[src/rtl/bcd_serial_addsub_ctrl.sv]
// Digit-serial packed-BCD add/subtract controller.
// One shared BCD digit adder walks the operands least-significant digit first,
// one digit per clock. Subtraction is a + nines(b) + 1 (ten's complement).
module bcd_serial_addsub_ctrl #(
    parameter int unsigned DIGITS = 4
) (
    input  logic                  clk,
    input  logic                  rst,
    input  logic                  start,
    input  logic                  sub,
    input  logic [4*DIGITS-1:0]   a,
    input  logic [4*DIGITS-1:0]   b,
    output logic                  busy,
    output logic                  done,
    output logic [4*DIGITS-1:0]   result,
    output logic                  cout,
    output logic                  neg,
    output logic                  err
);

    localparam int unsigned W        = 4 * DIGITS;
    localparam int unsigned IDX_W    = (DIGITS > 1) ? $clog2(DIGITS) : 1;
    localparam logic [IDX_W-1:0] LAST_IDX = IDX_W'(DIGITS - 1);

    typedef enum logic [1:0] {
        ST_IDLE = 2'd0,
        ST_RUN  = 2'd1,
        ST_DONE = 2'd2
    } state_t;

    state_t           state, state_next;
    logic [IDX_W-1:0] idx, idx_next;
    logic             carry, carry_next;
    logic             sub_q, sub_next;
    logic [W-1:0]     a_q, a_next;
    logic [W-1:0]     b_q, b_next;
    logic [W-1:0]     result_next;
    logic             busy_next, done_next, cout_next, neg_next, err_next;

    logic [3:0]       a_dig, b_dig, dig;
    logic [4:0]       dsum;
    logic             dcarry;

    // True when any 4-bit digit of v is not a valid BCD digit.
    function automatic logic has_bad_digit(input logic [W-1:0] v);
        logic bad;
        bad = 1'b0;
        for (int unsigned i = 0; i < DIGITS; i++) begin
            if (v[4*i +: 4] > 4'd9) bad = 1'b1;
        end
        return bad;
    endfunction

    // Per-digit nines complement (9 - d).
    function automatic logic [W-1:0] nines(input logic [W-1:0] v);
        logic [W-1:0] r;
        r = '0;
        for (int unsigned i = 0; i < DIGITS; i++) begin
            r[4*i +: 4] = 4'(4'd9 - v[4*i +: 4]);
        end
        return r;
    endfunction

    // Shared BCD digit adder on the current digit position.
    always_comb begin
        a_dig  = a_q[{idx, 2'b00} +: 4];
        b_dig  = b_q[{idx, 2'b00} +: 4];
        dsum   = 5'(a_dig) + 5'(b_dig) + 5'(carry);
        dcarry = (dsum > 5'd9);
        dig    = dcarry ? 4'(dsum + 5'd6) : dsum[3:0];
    end

    // Next-state and registered-output logic.
    always_comb begin
        state_next  = state;
        idx_next    = idx;
        carry_next  = carry;
        sub_next    = sub_q;
        a_next      = a_q;
        b_next      = b_q;
        result_next = result;
        cout_next   = cout;
        neg_next    = neg;
        err_next    = err;
        busy_next   = 1'b0;
        done_next   = 1'b0;

        case (state)
            ST_IDLE: begin
                if (start) begin
                    a_next      = a;
                    b_next      = sub ? nines(b) : b;
                    sub_next    = sub;
                    carry_next  = sub;
                    idx_next    = '0;
                    result_next = '0;
                    cout_next   = 1'b0;
                    neg_next    = 1'b0;
                    if (has_bad_digit(a) || has_bad_digit(b)) begin
                        err_next   = 1'b1;
                        done_next  = 1'b1;
                        state_next = ST_DONE;
                    end else begin
                        err_next   = 1'b0;
                        busy_next  = 1'b1;
                        state_next = ST_RUN;
                    end
                end
            end
            ST_RUN: begin
                result_next[{idx, 2'b00} +: 4] = dig;
                carry_next = dcarry;
                idx_next   = idx + IDX_W'(1);
                if (idx == LAST_IDX) begin
                    cout_next  = dcarry;
                    neg_next   = sub_q & ~dcarry;
                    done_next  = 1'b1;
                    state_next = ST_DONE;
                end else begin
                    busy_next  = 1'b1;
                end
            end
            ST_DONE: begin
                state_next = ST_IDLE;
            end
            default: begin
                state_next = ST_IDLE;
            end
        endcase
    end

    // State and output registers.
    always_ff @(posedge clk or posedge rst) begin
        if (rst) begin
            state  <= ST_IDLE;
            idx    <= '0;
            carry  <= 1'b0;
            sub_q  <= 1'b0;
            a_q    <= '0;
            b_q    <= '0;
            result <= '0;
            busy   <= 1'b0;
            done   <= 1'b0;
            cout   <= 1'b0;
            neg    <= 1'b0;
            err    <= 1'b0;
        end else begin
            state  <= state_next;
            idx    <= idx_next;
            carry  <= carry_next;
            sub_q  <= sub_next;
            a_q    <= a_next;
            b_q    <= b_next;
            result <= result_next;
            busy   <= busy_next;
            done   <= done_next;
            cout   <= cout_next;
            neg    <= neg_next;
            err    <= err_next;
        end
    end

endmodule

[config.mk]
export PLATFORM = sky130hd
export DESIGN_NAME = bcd_serial_addsub_ctrl
export DESIGN_NICKNAME = d
export VERILOG_FILES = /design/src/rtl/bcd_serial_addsub_ctrl.sv
export SDC_FILE = /design/constraint.sdc
export NUM_CORES = 1
export LEC_CHECK = 0
export CORE_ASPECT_RATIO = 1.5
export CORE_UTILIZATION = 25
export DETAILED_ROUTE_END_ITERATION = 7
export GPL_ROUTABILITY_DRIVEN = 0
export PLACE_DENSITY = 0.47
export SETUP_SLACK_MARGIN = 0.05
export SLEW_MARGIN = 30
export SYNTH_ARGS = -nofsm -noshare
export SYNTH_HDL_FRONTEND = slang
export SYNTH_SLANG_ARGS = --single-unit
[constraint.sdc]
create_clock -name clk -period 3.25 [get_ports clk]
set_input_delay 0.8125 -clock clk [delete_from_list [all_inputs] [get_ports clk]]
set_output_delay 0.8125 -clock clk [all_outputs]
set_load 0.02 [all_outputs]
# Yosys cells after proc, flatten, opt, wreduce, memory -nomap -nowiden
# Index checks and enable logic that the tools add are counted.
[word_totals]
output_inout_bits = 21
reg_bits = 59
inputBits = 36
[op_classes]
addsub = 9
n_mux = 38
n_shift = 4
order_cmp = 9
bitwise_logic = 2
reduce_logical = 7
eq_ne = 4
[op_table]
columns = ["op", "n"]
rows = [
  ["greater-than comparator 4 bit, second input constant", 8],
  ["2-to-1 mux 16 bit", 2],
  ["one-hot mux 16 bit (2 select lines)", 1],
  ["indexed part select 16 x 5 -> 4 bit", 2],
  ["2-to-1 mux 1 bit", 22],
  ["bitwise mux 16 bit", 1],
  ["variable shift 4 x 6 -> 16 bit, first input constant", 1],
  ["indexed part select 4 x 6 -> 16 bit", 1],
  ["subtractor 4 bit, first input constant", 4],
  ["one-hot mux 1 bit (2 select lines)", 5],
  ["2-to-1 mux 2 bit", 4],
  ["one-hot mux 2 bit (2 select lines)", 2],
  ["negation 4 -> 6 bit", 1],
  ["AND reduction 2 bit", 3],
  ["adder 4 x 4 -> 5 bit", 1],
  ["adder 5 x 1 -> 5 bit", 1],
  ["greater-than comparator 5 x 4 -> 1 bit, second input constant", 1],
  ["adder 4 x 3 -> 4 bit, second input constant", 1],
  ["2-to-1 mux 4 bit", 1],
  ["inequality test 2 bit, second input constant", 2],
  ["AND reduction 3 bit", 1],
  ["adder 2 x 1 -> 2 bit, second input constant", 1],
  ["== test 2 x 1 -> 1 bit, second input constant", 1],
  ["== test 2 bit, second input constant", 1],
  ["other kinds (5)", 5],
]

# Longest topological paths before layout
# Gate-level depths: netlist (run 1).
[depth]
depth_word = 11
depth_mapped = 11
mapped_depth_nobuf = 10

# Worst setup path after synthesis (run 1)
# OpenSTA, ideal clock, no wires.
[synth_timing]
path_type = "register to register"
start = "register idx[0]"
end = "register result[2]"
synth_period_minus_slack_ns = 3.577
setup_ns = 0.131
arrival_time_ns = 3.446
slack_ns = -0.327
required_ns = 3.119
path_stages_with_launch = 12
path_cell_list = "dfrtp_1 > buf_2 > mux4_2 > fa_1 > fa_1 > xnor2_1 > ha_1 > nor2b_1 > o311ai_0 > o31ai_1 > a311oi_4 > o21ai_1"
[synth_between]
elab_chain_len = 8
[synth_lines]
columns = ["item", "line", "text"]
rows = [
  ["start: declaration", "32", "logic [IDX_W-1:0] idx, idx_next;"],
  ["start signal: assignment", "149", "idx <= idx_next;"],
  ["indexed part select 16 x 5 -> 4 bit, on equally long branches", "66, 67", ""],
  ["adder 4 x 4 -> 5 bit", "68", "dsum = 5'(a_dig) + 5'(b_dig) + 5'(carry);"],
  ["adder 5 x 1 -> 5 bit", "68", ""],
  ["adder 4 x 3 -> 4 bit or greater-than comparator 5 x 4 -> 1 bit (tied branches)", "70, 69", ""],
  ["2-to-1 mux 4 bit", "70", "dig = dcarry ? 4'(dsum + 5'd6) : dsum[3:0];"],
  ["indexed part select 4 x 6 -> 16 bit", "111", "result_next[{idx, 2'b00} +: 4] = dig;"],
  ["bitwise mux 16 bit *", "111", ""],
  ["one-hot mux 16 bit (2 select lines) *", "88", "case (state)"],
  ["end signal: assignment", "154", "result <= result_next;"],
  ["end: declaration", "15", "output logic [4*DIGITS-1:0] result,"],
]
# Mark *: on every way between the ends. The rest lies on a longest branch, timed or not.
# A chain may end at the register's enable or synchronous reset.

# Worst setup path in the final report (run 1)
[layout_timing]
start = "register idx[0]"
end = "register result[10]"
# Same word-level chain as after synthesis.

==> impl_metrics.csv, run 1 <==
group,metric,value,unit
worst_hold_path,hold_class,"flop to flop",
critical_path,worstSetupEndpointType,"flop",
logic_synthesis,synth_common_cells,"dfrtp_1 (59), nand2_1 (28), nor2_1 (22)",
power_and_ir_drop,intPower,0.00188,W
clocking,htreeDepth,3,
route,drc_errors,0,
sta,fmax,314,MHz
route,num_vias,2291,
power_and_ir_drop,cellPowerDensity,663,mW/mm²
logic_synthesis,synth_edf_count,0,
sta,hold_violations,0,
clocking,clockRootBuffer,"clkbuf_16",
route,drt-initial-drc-count,88,
critical_path,r2r-start,"idx[0]",
power_and_ir_drop,clkPwrFrac,29.1,%
global_route,grt_overflow,0,
logic_synthesis,syn_inst,272,
finish,nets,391,
global_route,grt_pass1_vias,2307,
finish,final_layout_size_suffix_gt1_share,21.5,%
logic_synthesis,synth_nets,322,
critical_path,start_kind,"flop",
placed_design,io_buffers,56,
worst_hold_path,min_from,"cout",
sta,relSlewSlack,49.2,%
logic_synthesis,netlist_area,0.00302,mm²
finish,instances_no_fill,494,
sta,post-route-min-period,3190,ps
logic_synthesis,ys.warnings.count,0,
logic_synthesis,ys_top_cells_by_area,"dfrtp_1 (49%), mux2_2 (7.8%), mux4_2 (6.0%), ha_1 (5.0%), nand2_1 (3.5%)",
sta,rsz0062_at_grt,"true",
power_and_ir_drop,p_leak,1.72,nW
clocking,cts_buffer_depth,2,
sta,slew_violations,0,
placed_design,hpwl,5740,µm
global_route,antenna_found_initial,0,
logic_synthesis,synthArstFlopShare,100,%
finish,finalInstanceArea,0.00419,mm²
floorplan,coreArea,0.0117,mm²
finish,area_growth,38.5,%
clocking,cts_buffers,9,
route,finalWirelength,7470,µm
floorplan,die_x,91.8,µm
power_and_ir_drop,pwr-share-seq,31.5,%
power_and_ir_drop,ir_drop,287,µV
critical_path,worstSetupStartpoint,"idx[0]",
clocking,cts_tree,"done",
route,first_pass_iters,4,
critical_path,cpMostUsedCell,"fa_2",
critical_path,cp_max_fo,4,
critical_path,arrival,3390,ps
logic_synthesis,ys_ff_latch,59,
critical_path,slowest_stage,"mux4_2",
critical_path,worstPathRequired,3450,ps
sta,holdWs,476,ps
finish,diodes,0,
floorplan,initial_core_util,26.0,%
placed_design,post_dp_cell_area,0.00386,mm²
critical_path,crit_family,"adder cells",
global_route,grt_pass1_wl,12300,µm
power_and_ir_drop,combPwrFrac,39.3,%
placed_design,dp_cells,478,
clocking,clk_pin_slew,50,ps
route,wl_per_cell,15.1,µm
route,ant_nets,0,
critical_path,slowest_delay,540,ps
floorplan,io_pins,57,
global_route,grtUsageTotal,13.2,%
sta,fin_worst_skew,5.76,ps
floorplan,die_area,0.0125,mm²
floorplan,die_height,137,µm
critical_path,path_buf_inv,1,
clocking,cts_sinks,59,
critical_path,worstPathCellList,"mux4_2 > fa_2 > fa_2 > inv_2 > ha_4 > nor2b_4 > o311ai_4 > o31ai_2 > a311oi_4 > o21ai_1",
power_and_ir_drop,p_sw,0.000895,W
run_status,status,"finished clean",
logic_synthesis,ys.flop_type,"dfrtp_1",
logic_synthesis,yosysMostFrequentCell,"dfrtp_1",
power_and_ir_drop,switching_share,32.3,%
sta,tightest_slew,759,ps
logic_synthesis,synth_cell_types,39,
flow_run,maxCapViolations,0,
logic_synthesis,synth_top_area_share,48.8,%
global_route,grt_max_degree,49,
floorplan,rows,48,
logic_synthesis,yosys.area.top_type,"dfrtp_1",
critical_path,criticalPathCategory,"flop to flop",
clocking,clkLatencyLatePin,320,ps
logic_synthesis,seq_area_frac_synth,48.8,%
route,vias_per_cell,4.64,
sta,fin_crit_sh,98.1,%
logic_synthesis,syn_avg_cell_area,11.1,µm²
sta,setup_violations,0,
-- repair_timing --
item / 4_1_cts / 5_1_grt
setup endpoints to repair: 4 / 10
hold buffers: 0 / 0
buffers inserted: 1 / 1
gates resized for setup: 3 / 9
pin swaps: 4 / 2
gates cloned: 0 / 0
-- final timing paths --
kind | end | slack [ps] | cells after the start
worst max-delay path | result[10] | 60 | 10
worst min-delay path | cout | 480 | 2
worst max register to register | result[10] | 60 | 10
worst min register to register | cout | 480 | 2
max in group asynchronous | a_q[12] | 1830 | 3
min in group asynchronous | done | 840 | 2
-- flip-flops by register name, indices dropped and copies added, names as in the netlist --
register and cells:
a_q 16, b_q 16, busy 1, carry 1, cout 1, done 1
err 1, idx 2, neg 1, result 16, state 2, sub_q 1
-- power by group through the flow --
| stage | clock network, W | registers [W] | logic (W) |
|---|---|---|---|
| global placement | 0 | 0.000886 | 0.000972 |
| floorplan | 0 | 0.000875 | 0.000672 |
| finish | 0.000808 | 0.000875 | 0.00109 |
| global route | 0.000865 | 0.000888 | 0.00119 |
| detailed placement | 0 | 0.000889 | 0.000985 |
| CTS | 0.000834 | 0.000878 | 0.00102 |
-- cell families (layout without fill, tap and decap cells) --
kind of cell	after synthesis	in the layout	synth area share, %
simple gates	72	72	11.2
flops	59	59	48.8
fa+ha+maj	14	14	6.29
buf+inv	24	96	3.19
compound gates	60	60	12.5
mux	34	34	15.4
xor+xnor	9	9	2.61
-- metal layers --
layer / GRT usage, % / routed length [µm] / vias to the layer above
li1: - / - / 1112
met1: 15.8 / 3140 / 1122
met2: 22.6 / 3940 / 47
met3: 3.17 / 256 / 10
met4: 5.99 / 143 / 0
met5: 0 / 0 / -
-- worst register-to-register path, stage by stage (launching register included) --
cell,delay (ps)
dfrtp_1,400
mux4_2,540
fa_2,390
fa_2,540
inv_2,50
ha_4,150
nor2b_4,140
o311ai_4,260
o31ai_2,120
a311oi_4,360
o21ai_1,110
-- final cells by class --
type                            instances  area [µm²]
Fill cell                            1219        7460
Multi-Input combinational cell        189        1550
Sequential cell                        59        1480
Timing Repair Buffer                   67         668
Clock buffer                           10         229
Tap cell                              150         188
Inverter                               15        56.3
Clock inverter                          4        20.0
-- cells in the final DEF, fill, tap and decap left out, types with 2 or more instances in the layout --
master,synthesis,routed
a21o_1,6,6
a21oi_1,15,15
and3_4,1,2
buf_12,0,2
buf_4,0,9
clkbuf_16,0,9
clkdlybuf4s50_1,0,56
clkinv_2,0,4
dfrtp_1,59,59
fa_2,0,2
ha_1,12,10
inv_1,15,13
inv_2,0,2
mux2_2,21,21
mux2i_1,5,5
mux4_2,8,8
nand2_1,28,28
nand2b_1,2,2
nand3_1,3,3
nand4_1,4,4
nor2_1,22,21
nor3_1,2,2
o21ai_0,15,15
o21ai_1,9,9
o21bai_1,2,2
o31ai_1,6,3
o31ai_2,0,3
xnor2_1,5,4
xor2_1,4,4
-- per-stage QoR --
stage	setup slack [ps]	total power [W]	TNS (ps)	utilization, %
floorplan	-89.9	0.00155	-313	-
global placement	37.6	0.00186	0	33.2
detailed placement	-35.1	0.00187	-96.9	33.2
CTS	52.3	0.00273	0	35.5
global route	-78.6	0.00294	-278	35.9
finish	61.8	0.00278	0	35.9
(Power assumes the default switching activity.)
==> run 2, diff against run 1 <==
- PLACE_DENSITY: 0.47 -> 0.45
- clock period: 3.25 -> 3.1 ns (I/O delays scaled with it)
==> impl_metrics.csv, run 2 (synthesis results as in run 1) <==
group,metric,value,unit
run_status,status,"complete, but fails checks",
run_status,failed_checks,"setup timing",
route,num_vias,2256,
floorplan,initial_core_util,26.0,%
critical_path,cp_max_fo,4,
finish,nets,395,
sta,tightest_slew,718,ps
critical_path,slowest_delay,530,ps
sta,fin_crit_sh,102,%
finish,mostFrequentLayoutCell,"dfrtp_1",
sta,rsz0062_at_grt,"true",
critical_path,worstSetupStartpoint,"idx[0]",
critical_path,slowest_stage,"mux4_2",
global_route,grt_max_degree,38,
global_route,antenna_found_initial,0,
finish,register_area,0.00148,mm²
floorplan,coreArea,0.0117,mm²
clocking,cts_tree,"done",
power_and_ir_drop,ir_drop,251,µV
sta,slew_violations,0,
route,first_pass_iters,4,
power_and_ir_drop,cellPowerDensity,705,mW/mm²
finish,final_cell_mix,"dfrtp_1 (59), clkdlybuf4s50_1 (56), nand2_1 (28)",
critical_path,worstPathRequired,3300,ps
route,drt-initial-drc-count,75,
sta,fin_worst_skew,6.07,ps
power_and_ir_drop,p_leak,1.74,nW
finish,diodes,0,
clocking,clk_pin_slew,50,ps
critical_path,cpMostUsedCell,"fa_2",
finish,top_regs,"a_q: 16 flops, b_q: 16 flops, result: 16 flops",
power_and_ir_drop,total_power,0.00298,W
worst_hold_path,hold_class,"flop to flop",
critical_path,path_buf_inv,0,
floorplan,io_pins,57,
critical_path,reg2reg_to,"result[10]",
critical_path,arrival,3360,ps
sta,relSlewSlack,52.0,%
floorplan,rows,48,
route,finalWirelength,7440,µm
clocking,clkLatencyLatePin,330,ps
worst_hold_path,min_from,"result[9]",
placed_design,io_buffers,56,
placed_design,hpwl,5740,µm
sta,setup_violations,4,
finish,final_layout_size_suffix_gt1_share,21.8,%
flow_run,maxCapViolations,0,
floorplan,die_area,0.0125,mm²
clocking,cts_buffers,9,
sta,post-route-min-period,3160,ps
clocking,clockRootBuffer,"clkbuf_16",
global_route,grt_overflow,0,
route,vias_per_cell,4.53,
critical_path,r2r-start,"idx[0]",
critical_path,start_kind,"flop",
route,drc_errors,0,
floorplan,die_x,91.8,µm
route,wl_per_cell,14.9,µm
clocking,cts_buffer_depth,2,
global_route,grtUsageTotal,13.4,%
finish,area_growth,39.8,%
placed_design,place_ws,-199,ps
finish,fillCellCount,1175,
global_route,grt_pass1_vias,2421,
sta,finalWorstSetupSlack,-60.6,ps
finish,multi_input_area,0.00155,mm²
critical_path,worstSetupEndpointType,"flop",
worst_hold_path,whs_path_depth,2,
worst_hold_path,holdPathEnd,"result[9]",
route,ant_nets,0,
clocking,htreeDepth,3,
critical_path,crit_family,"adder cells",
critical_path,worstPathCellList,"mux4_2 > fa_2 > fa_2 > xnor2_4 > ha_4 > nor2b_4 > o311ai_4 > o31ai_2 > a311oi_4 > o21ai_1",
global_route,grt_pass1_wl,12500,µm
critical_path,criticalPathCategory,"flop to flop",
floorplan,die_height,137,µm
critical_path,reg2reg_slack,-60,ps
critical_path,r2r.worst_path.cells,10,
sta,fmax,316,MHz
clocking,cts_sinks,59,
sta,hold_violations,0,
-- run 2: changes by cell type in the layout (fill, tap and decap cells not counted), sizes merged --
cell,delta
clkinvlp,+1
buf,+4
clkbuf,+2
clkinv,-3
-- run 2: what timing repair did --
action / in CTS / in global routing
hold endpoints to repair: 0 / 0
gates cloned: 0 / 0
setup endpoints to repair: 8 / 15
buffers inserted: 1 / 0
hold buffers: 0 / 0
gates resized for setup: 6 / 4
pin swaps: 7 / 1
-- run 2: worst reg2reg max path: stages (launching register included) --
cell	delay (ps)
dfrtp_1	400
mux4_2	530
fa_2	380
fa_2	400
xnor2_4	170
ha_4	160
nor2b_4	140
o311ai_4	230
o31ai_2	130
a311oi_4	380
o21ai_1	100
-- run 2: worst max path at each step --
stage / cells past startpoint / end
final: 10 / result[10]
after global routing: 10 / result[10]
after CTS: 10 / result[6]
after detailed placement: 10 / result[10]
after global placement: 10 / result[10]
after floorplan: 11 / result[10]
-- run 2: stage by stage --
stage | cells | instance area (µm²) | setup TNS, ps | util (%) | hold slack (ps)
floorplan | 272 | 3070 | -1260 | - | 475
global placement | 483 | 3890 | -479 | 33.4 | 464
detailed placement | 483 | 3890 | -826 | 33.4 | 470
CTS | 498 | 4200 | -256 | 36.0 | 481
global route | 498 | 4230 | -1630 | 36.3 | 512
finish | 498 | 4230 | -216 | 36.3 | 472
-- run 2: per-layer routing --
layer	part of all wire (%)	vias up	wire length, µm	GRT usage (%)
met2	53	49	3920	24.0
met3	3.8	10	286	3.33
met1	42	1076	3090	15.1
li1	-	1121	-	-
met5	0	-	0	0
met4	1.9	0	141	5.99
-- run 2: area by class of cell --
class	instances	area share (%)
multi-input combinational	189	36.7
sequential	59	34.9
timing repair buffer	71	16.2
clock buffer	12	6.07
tap	150	4.44
inverter	15	1.33
clock inverter	2	0.296
-- run 2: power breakdown --
part           internal (W)  total [W]  switching [W]
clock              0.000572   0.000895       0.000323
combinational      0.000603    0.00117       0.000565
sequential         0.000862   0.000918      0.0000561
